===== src/rtl/jtcop_mcu_host.sv =====
// jtcop_mcu_host: main-CPU side of the Dec0/Dec1 i8751 security-MCU mailbox.
// Latches 68000 commands for the MCU (port 0 byte strobes), drives MCU INT1,
// and collects the 16-bit MCU reply with handshake flags on the CPU bus.
// Optional macro JTCOP_MCU_TIMEOUT_EN: synthesizes a 16'hFFFF reply after
// TOVAL cycles without an MCU answer, so games boot without MCU firmware.
module jtcop_mcu_host #(
  parameter int unsigned    TOW   = 16,
  parameter logic [TOW-1:0] TOVAL = 16'd40000
) (
  input  logic        clk,
  input  logic        rst,
  input  logic        cpu_cen,
  input  logic        sec_cs,
  input  logic        addr1,
  input  logic        rnw,
  input  logic [1:0]  dsn,
  input  logic [15:0] cpu_dout,
  output logic [15:0] sec_dout,
  input  logic [7:0]  p0_o,
  input  logic [7:0]  p2_o,
  output logic [7:0]  p0_i,
  output logic        mcu_intn,
  output logic        cmd_pend,
  output logic        rep_valid
);

  logic [15:0] cmd;
  logic [15:0] rep;
  logic        ovr;
  logic [7:4]  p2l;
  logic        acc_l;
  logic        acc;
  logic        wr_data;
  logic        wr_stat;
  logic        rd_data;
  logic        rd_stat;
  logic [7:4]  rise;
  logic        to_hit;

  // Decode a bus access once, on its first qualified cycle
  assign acc     = sec_cs & cpu_cen & ~acc_l;
  assign wr_data = acc & ~rnw & ~addr1;
  assign wr_stat = acc & ~rnw &  addr1;
  assign rd_data = acc &  rnw & ~addr1;
  assign rd_stat = acc &  rnw &  addr1;
  assign rise    = p2_o[7:4] & ~p2l;

`ifdef JTCOP_MCU_TIMEOUT_EN
  logic [TOW-1:0] to_cnt;
  logic           waiting;
  logic           unused_p2;

  // A genuine reply or a fresh command on the terminal cycle beats the timeout
  assign to_hit    = (cmd_pend | waiting) & (to_cnt == TOVAL - TOW'(1)) & ~wr_data & ~rise[7];
  assign unused_p2 = ^p2_o[2:0];

  // Reply-timeout counter, restarted by every command write
  always_ff @(posedge clk) begin
    if (rst) begin
      to_cnt  <= '0;
      waiting <= 1'b0;
    end else begin
      if (wr_data || to_hit) to_cnt <= '0;
      else if (cmd_pend || waiting) to_cnt <= to_cnt + TOW'(1);
      if (wr_data) waiting <= 1'b1;
      else if (rise[7] || to_hit) waiting <= 1'b0;
    end
  end
`else
  logic unused_bits;

  assign to_hit      = 1'b0;
  assign unused_bits = ^{p2_o[2:0], TOVAL};
`endif

  // Mailbox registers: CPU bus side and MCU strobe side share one register set
  always_ff @(posedge clk) begin
    if (rst) begin
      cmd       <= 16'd0;
      rep       <= 16'd0;
      ovr       <= 1'b0;
      p2l       <= 4'hF;
      acc_l     <= 1'b0;
      p0_i      <= 8'd0;
      mcu_intn  <= 1'b1;
      cmd_pend  <= 1'b0;
      rep_valid <= 1'b0;
      sec_dout  <= 16'd0;
    end else begin
      acc_l <= sec_cs & cpu_cen;
      p2l   <= p2_o[7:4];

      if (wr_data && !dsn[1]) cmd[15:8] <= cpu_dout[15:8];
      if (wr_data && !dsn[0]) cmd[7:0]  <= cpu_dout[7:0];

      // Low-byte read wins when both read strobes rise together
      if (rise[5]) p0_i <= cmd[7:0];
      else if (rise[4]) p0_i <= cmd[15:8];

      if (wr_data) cmd_pend <= 1'b1;
      else if (rise[5] || to_hit) cmd_pend <= 1'b0;

      if (wr_data && cmd_pend) ovr <= 1'b1;
      else if (wr_stat) ovr <= 1'b0;

      // MCU disabling its interrupt releases INT1 even against a new command
      if (!p2_o[3]) mcu_intn <= 1'b1;
      else if (wr_data) mcu_intn <= 1'b0;
      else if (to_hit) mcu_intn <= 1'b1;

      if (to_hit) begin
        rep <= 16'hFFFF;
      end else begin
        if (rise[6]) rep[7:0]  <= p0_o;
        if (rise[7]) rep[15:8] <= p0_o;
      end

      if (rise[7] || to_hit) rep_valid <= 1'b1;
      else if (rd_data) rep_valid <= 1'b0;

      if (rd_data) sec_dout <= rep;
      else if (rd_stat) sec_dout <= {13'd0, ovr, rep_valid, cmd_pend};
    end
  end

endmodule

===== config.mk =====
export PLATFORM = sky130hd
export DESIGN_NAME = jtcop_mcu_host
export DESIGN_NICKNAME = d
export VERILOG_FILES = /design/src/rtl/jtcop_mcu_host.sv
export SDC_FILE = /design/constraint.sdc
export NUM_CORES = 1
export LEC_CHECK = 0
export CAP_MARGIN = 20
export CORE_MARGIN = 2
export CORE_UTILIZATION = 49
export DETAILED_ROUTE_END_ITERATION = 6
export GPL_ROUTABILITY_DRIVEN = 0
export PLACE_DENSITY = 0.81
export SLEW_MARGIN = 30
export SYNTH_ARGS = -nofsm -noshare
export SYNTH_HDL_FRONTEND = slang
export SYNTH_SLANG_ARGS = --single-unit

===== constraint.sdc =====
create_clock -name clk -period 1.5 [get_ports clk]
set_input_delay 0.3 -clock clk [delete_from_list [all_inputs] [get_ports clk]]
set_output_delay 0.3 -clock clk [all_outputs]
set_load 0.01 [all_outputs]

==> impl_metrics.env <==
export IMPL_wl_um=5692
export IMPL_hold_viol_final=0
export IMPL_first_iter_violations=120
export IMPL_crit_path_end_kind="flip-flop"
export IMPL_yosys_cell_types_count=29
export IMPL_finClkSkew_ns=0.007472
export IMPL_rsz0062_at_grt="false"
export IMPL_dieArea_sq_um=6110
export IMPL_fin_crit_sh=0.8858
export IMPL_final_net_count=390
export IMPL_synth_top_cell_area_share=0.4828
export IMPL_drcViolationCount=0
export IMPL_via_count=2196
export IMPL_die_w_um=78.17
export IMPL_dpl_worst_slack_ns=-0.1832
export IMPL_slowest_stage="clkdlybuf4s50_1"
export IMPL_hold_path_class="in2reg"
export IMPL_clock_sinks=65
export IMPL_cp_data_required_time_ns=1.77
export IMPL_syn_area_sq_um=2695
export IMPL_critPathMaxStageDelay_ns=0.57
export IMPL_fin_util=0.6789
export IMPL_cts_root_buffer="clkbuf_8"
export IMPL_synth_compound_area_frac=0.08635
export IMPL_synthSimpleGateAreaFrac=0.2837
export IMPL_avgSynthCellArea_sq_um=9.625
export IMPL_antenna_found_initial=0
export IMPL_worstMarginPinSlew_ns=0.3398
export IMPL_viasPerCell=5.143
export IMPL_core_sq_um=5405
export IMPL_critPathMaxFanout=8
export IMPL_initial_utilization=0.4986
export IMPL_drv_slew=0
export IMPL_slew_headroom=0.7734
export IMPL_firstDrtPassIters=4
export IMPL_synthArstFlopShare=0
export IMPL_top_level_ports=67
export IMPL_yosysTopAreaCell="dfxtp_1"
export IMPL_synth_seq_cells=65
export IMPL_synthesis_nets=320
export IMPL_drive_gt1_frac=0.1634
export IMPL_leakage_nw=1.439
export IMPL_synth_cells=280
export IMPL_crit_type="in2reg"
export IMPL_status="finished, final reports clean"
export IMPL_cts_setup_buffers=0
export IMPL_rows=27
export IMPL_clk_pin_slew_ns=0.07
export IMPL_grt_pass1_vias=2076
export IMPL_path_delay_family="buffers and inverters"
export IMPL_synth_area_mux_share=0.1040
export IMPL_period_needed_ns=1.329
export IMPL_synth_area_top_cells="dfxtp_1 (48%), mux2i_1 (10%), nand2_1 (6.1%)"
export IMPL_synth_seq_area_share=0.4828
export IMPL_synth_edff_count=0
export IMPL_post_drt_wl_per_cell_um=13.33
export IMPL_die_h_um=78.17
export IMPL_port_buffers=63
export IMPL_cts_resized=27
export IMPL_grt_start_max_net_pins=82
export IMPL_fmax_ghz=0.7526
export IMPL_cp_arrival_ns=1.60
export IMPL_finalSetupViolations=0
export IMPL_dp_hpwl_um=3832
export IMPL_synth_xor_area_frac=0
export IMPL_ys_flop_type="dfxtp_1"
export IMPL_diodes=0
export IMPL_crit_chain="clkdlybuf4s50_1, nand4bb_4, nor3_4, buf_12, mux2i_1"
export IMPL_cts_hold_buf=0
export IMPL_vdd_ir_drop_worst_uv=605.5
export IMPL_insertion_delay_ns=0.34
export IMPL_htreeDepth=3
export IMPL_yosys_warnings=0
export IMPL_cts_made_buffers=9
export IMPL_syn_to_final_growth_pct=36.17
export IMPL_track_usage=0.1978
export IMPL_path_buf_inv=2
export IMPL_synth_fa_ha_area_frac=0
export IMPL_cap_violations=0
export IMPL_synth_top_family_by_area="simple AND/OR/NAND/NOR gates"
export IMPL_clk_path_buf_depth=2
export IMPL_critPathLaunchType="primary input"
export IMPL_overflow=0
export IMPL_postRouteAntennaNets=0
export IMPL_whs_ns=0.4415
export IMPL_grt_pass1_wl_um=9432
export IMPL_cts_tree="built"
export IMPL_p_per_area_nw_per_um2=1033
export IMPL_worst_slack_ns=0.1713
## synth_stat cells (2+ instances only)
cell	count
a211oi_1	5
a21oi_1	23
a311oi_1	7
buf_2	5
clkbuf_1	11
clkbuf_8	2
dfxtp_1	65
mux2i_1	28
nand2_1	44
nand2b_1	15
nand3b_1	14
nor2_1	14
nor2b_1	2
nor3_1	7
nor3_4	2
o21ai_0	2
or2_2	4
or2b_1	4
or2b_2	16
## power breakdown
group | leakage [nW] | switching [mW] | internal, mW | total, mW
clock network | 0.0975 | 0.685 | 0.931 | 1.62
logic | 0.813 | 0.165 | 0.213 | 0.378
registers | 0.528 | 0.0243 | 1.77 | 1.80
total | 1.44 | 0.874 | 2.92 | 3.79
## state kept, by name (all words and copies together) (netlist names)
name and flops:
rep 16, sec_dout 16, p2l 4, mcu_intn 1
acc_l 1, cmd 16, rep_valid 1, p0_i 8
cmd_pend 1, ovr 1
## cells in the final DEF (no fill, tap or decap), types with 2 or more instances in the layout
cell type	n
nor2b_1	2
or2b_1	4
nand2_1	44
nor3_1	7
dlygate4sd2_1	27
a21oi_1	23
nand3b_1	14
or2_2	4
or2b_2	16
nand2b_1	15
o21ai_0	2
nor2_1	14
clkdlybuf4s50_1	35
bufinv_16	2
a211oi_1	5
clkbuf_8	9
a311oi_1	7
mux2i_1	28
nor3_4	2
clkinvlp_4	4
buf_12	5
dfxtp_1	65
buf_4	12
## metal layers
metal  part of all wire  track usage  vias to the layer above
li1                   -            -                     1092
met1               0.45       0.2425                     1026
met2               0.47       0.3181                       63
met3              0.049      0.05632                       15
met4              0.027       0.1000                        0
met5                  0            0                        -
## logic make-up (layout without fill, tap and decap cells)
logic type,Yosys count,after routing
buffers and inverters,21,96
AND/OR/NAND/NOR,128,128
multiplexers,28,28
flip-flops,65,65
AO/OA/AOI/OAI,38,38
## tightest hold or removal path, cell delays in order
cell    delay (ns)
buf_2         0.11
buf_12        0.20
nor2_1        0.12
## path summary, 6_finish.rpt
check                             startpoint           end  slack [ns]  depth (start not counted)
worst min-delay path                     rst        rep[7]        0.44                          3
worst max register to register        p2l[5]       p0_i[1]        0.25                          3
worst max-delay path                  sec_cs        cmd[8]        0.17                          5
worst min register to register  sec_dout[12]  sec_dout[12]        0.45                          2
## layout make-up
cell class	count	area, sq um
Tap cell	72	90.09
Clock buffer	9	123.9
Timing Repair Buffer	80	782.0
Multi-Input combinational cell	194	1277
Clock inverter	7	95.09
Fill cell	437	1735
Sequential cell	65	1301
## through the flow
stage	power, mW	setup TNS, ns	instances	instance area, sq um
6_report	3.792	0	427	3670
5_1_grt	3.939	0	427	3670
4_1_cts	3.826	0	427	3670
3_5_place_dp	2.229	-5.361	411	3485
3_3_place_gp	2.222	-4.017	411	3485
2_1_floorplan	2.020	0	280	2695
Note: power is estimated with default switching activity, not from simulation.
==> variant: new RTL, config.mk and constraints unchanged <==
Register the input `cpu_dout` before use, with the module's reset. The logic sees it one clock later. The other inputs are not delayed to match.
--- a/src/rtl/jtcop_mcu_host.sv
+++ b/src/rtl/jtcop_mcu_host.sv
@@ -25,2 +25,12 @@
 );
+
+  logic [15:0] cpu_dout_q;
+
+  always_ff @(posedge clk) begin
+    if (rst) begin
+      cpu_dout_q <= '0;
+    end else begin
+      cpu_dout_q <= cpu_dout;
+    end
+  end
 
@@ -92,4 +102,4 @@
 
-      if (wr_data && !dsn[1]) cmd[15:8] <= cpu_dout[15:8];
-      if (wr_data && !dsn[0]) cmd[7:0]  <= cpu_dout[7:0];
+      if (wr_data && !dsn[1]) cmd[15:8] <= cpu_dout_q[15:8];
+      if (wr_data && !dsn[0]) cmd[7:0]  <= cpu_dout_q[7:0];
 
Behaviour: not the same (Yosys sat finds a counterexample within 4 cycles, from zero or initial values and one cycle with rst high).
==> variant against the original RTL <==
Sequential cell count increased by 16. Final area up 11%. Area after synthesis up 15%. Sequential power rose by 25%. First-iteration DRC count increased by 8.3%. Worst hold slack got worse by 130 ps. Wire length rose by 13%. Total power is 13% higher. Die area up 14%. Combinational power grew 4%. Worst setup slack lost 60 ps. Clock skew increased by 1.1 ps. Clock power about the same.
==> variant: results (changes against the original RTL) <==
| Metric | Value |
|---|---|
| Status | finished, final reports clean |
| Signal buffers share of area | 19.4% (-1.9 points) |
| Met2 Use GR | 31.0% (-0.83 points) |
| Synth Instances | 313 (+12%) |
| Seq area share | 39.6% (+4.2 points) |
| R2r setup slk | 270 ps (+20 ps) |
| Placed cell area | 0.00392 mm² (+12%) |
| Routing usage on met3 | 5.14% (-0.49 points) |
| Number of global-route vias before repair | 2275 (+9.6%) |
| Pin count of the biggest net entering global routing | 36 (-56%) |
| Commonest cells in the synthesized netlist | dfxtp_1, nand2_1, mux2i_1 |
| Layout Nets | 422 (+8.2%) |
| Hold endpoint | cpu_dout_q[14] |
| Met1 GRT Util | 23.6% (-0.68 points) |
| FF+latch count | 81 (+25%) |
| Clkbuf count | 12 (+3) |
| Dpl ws | -239 ps (-56.0 ps) |
| Reg-to-reg endpoint | p0_i[4] |
| Via/cell ratio | 5.08 (-1.3%) |
| Area occupied by multi-input gates | 0.00138 mm² (+7.6%) |
| Layout filler cell count | 483 (+11%) |
| Synth Cell Area | 0.00310 mm² (+15%) |
| HPWL after detailed placement | 4.37 mm (+14%) |
| Routed len/inst | 13.9 µm (+4.6%) |
| 1st-iter DRT viols | 130 (+8.3%) |
| All-Layer GR Usage | 18.8% (-0.96 points) |
| Lkg Pwr | 1.60 nW (+11%) |
| Register area share after synthesis | 52.2% (+4.0 points) |
| WHS | 310 ps (-131 ps) |
| Max VDD drop | 0.000679 V (+12%) |
| First-pass GRT wire length | 10.7 mm (+13%) |
| Worst hold stages | 2 (-1) |
| Layout cells sized above 1 | 14.0% (-2.4 points) |
| Max Clock Skew | 8.54 ps (+1.07 ps) |
variant: worst max path at each step:
stage / depth (start not counted) / to / start
finish: 5 / sec_dout[9] / cpu_cen
global route: 5 / sec_dout[13] / cpu_cen
CTS: 5 / sec_dout[9] / cpu_cen
detailed placement: 5 / sec_dout[9] / cpu_cen
global placement: 5 / sec_dout[15] / cpu_cen
floorplan: 3 / cmd[0] / rnw
variant: power breakdown:
part	internal, W	total (W)	switching (W)
registers	0.00222	0.00225	0.0000304
logic	0.000222	0.000395	0.000172
clock network	0.000861	0.00162	0.000762
total	0.00330	0.00427	0.000965
variant: metal layers:
layer  up-vias  share of wire (%)
met1      1101                 47
met2        53                 47
met5         -                  0
met3        10                4.8
li1       1182                  -
met4         0                1.5
variant: cells by family (layout without fill, tap and decap cells):
logic type	Yosys count	after routing	synth area share (%)
DFF	81	81	52.2
muxes	28	28	9.03
buffers and inverters	22	96	3.47
AOI/OAI and AO/OA	38	38	7.50
and+or+nand+nor	144	144	27.8
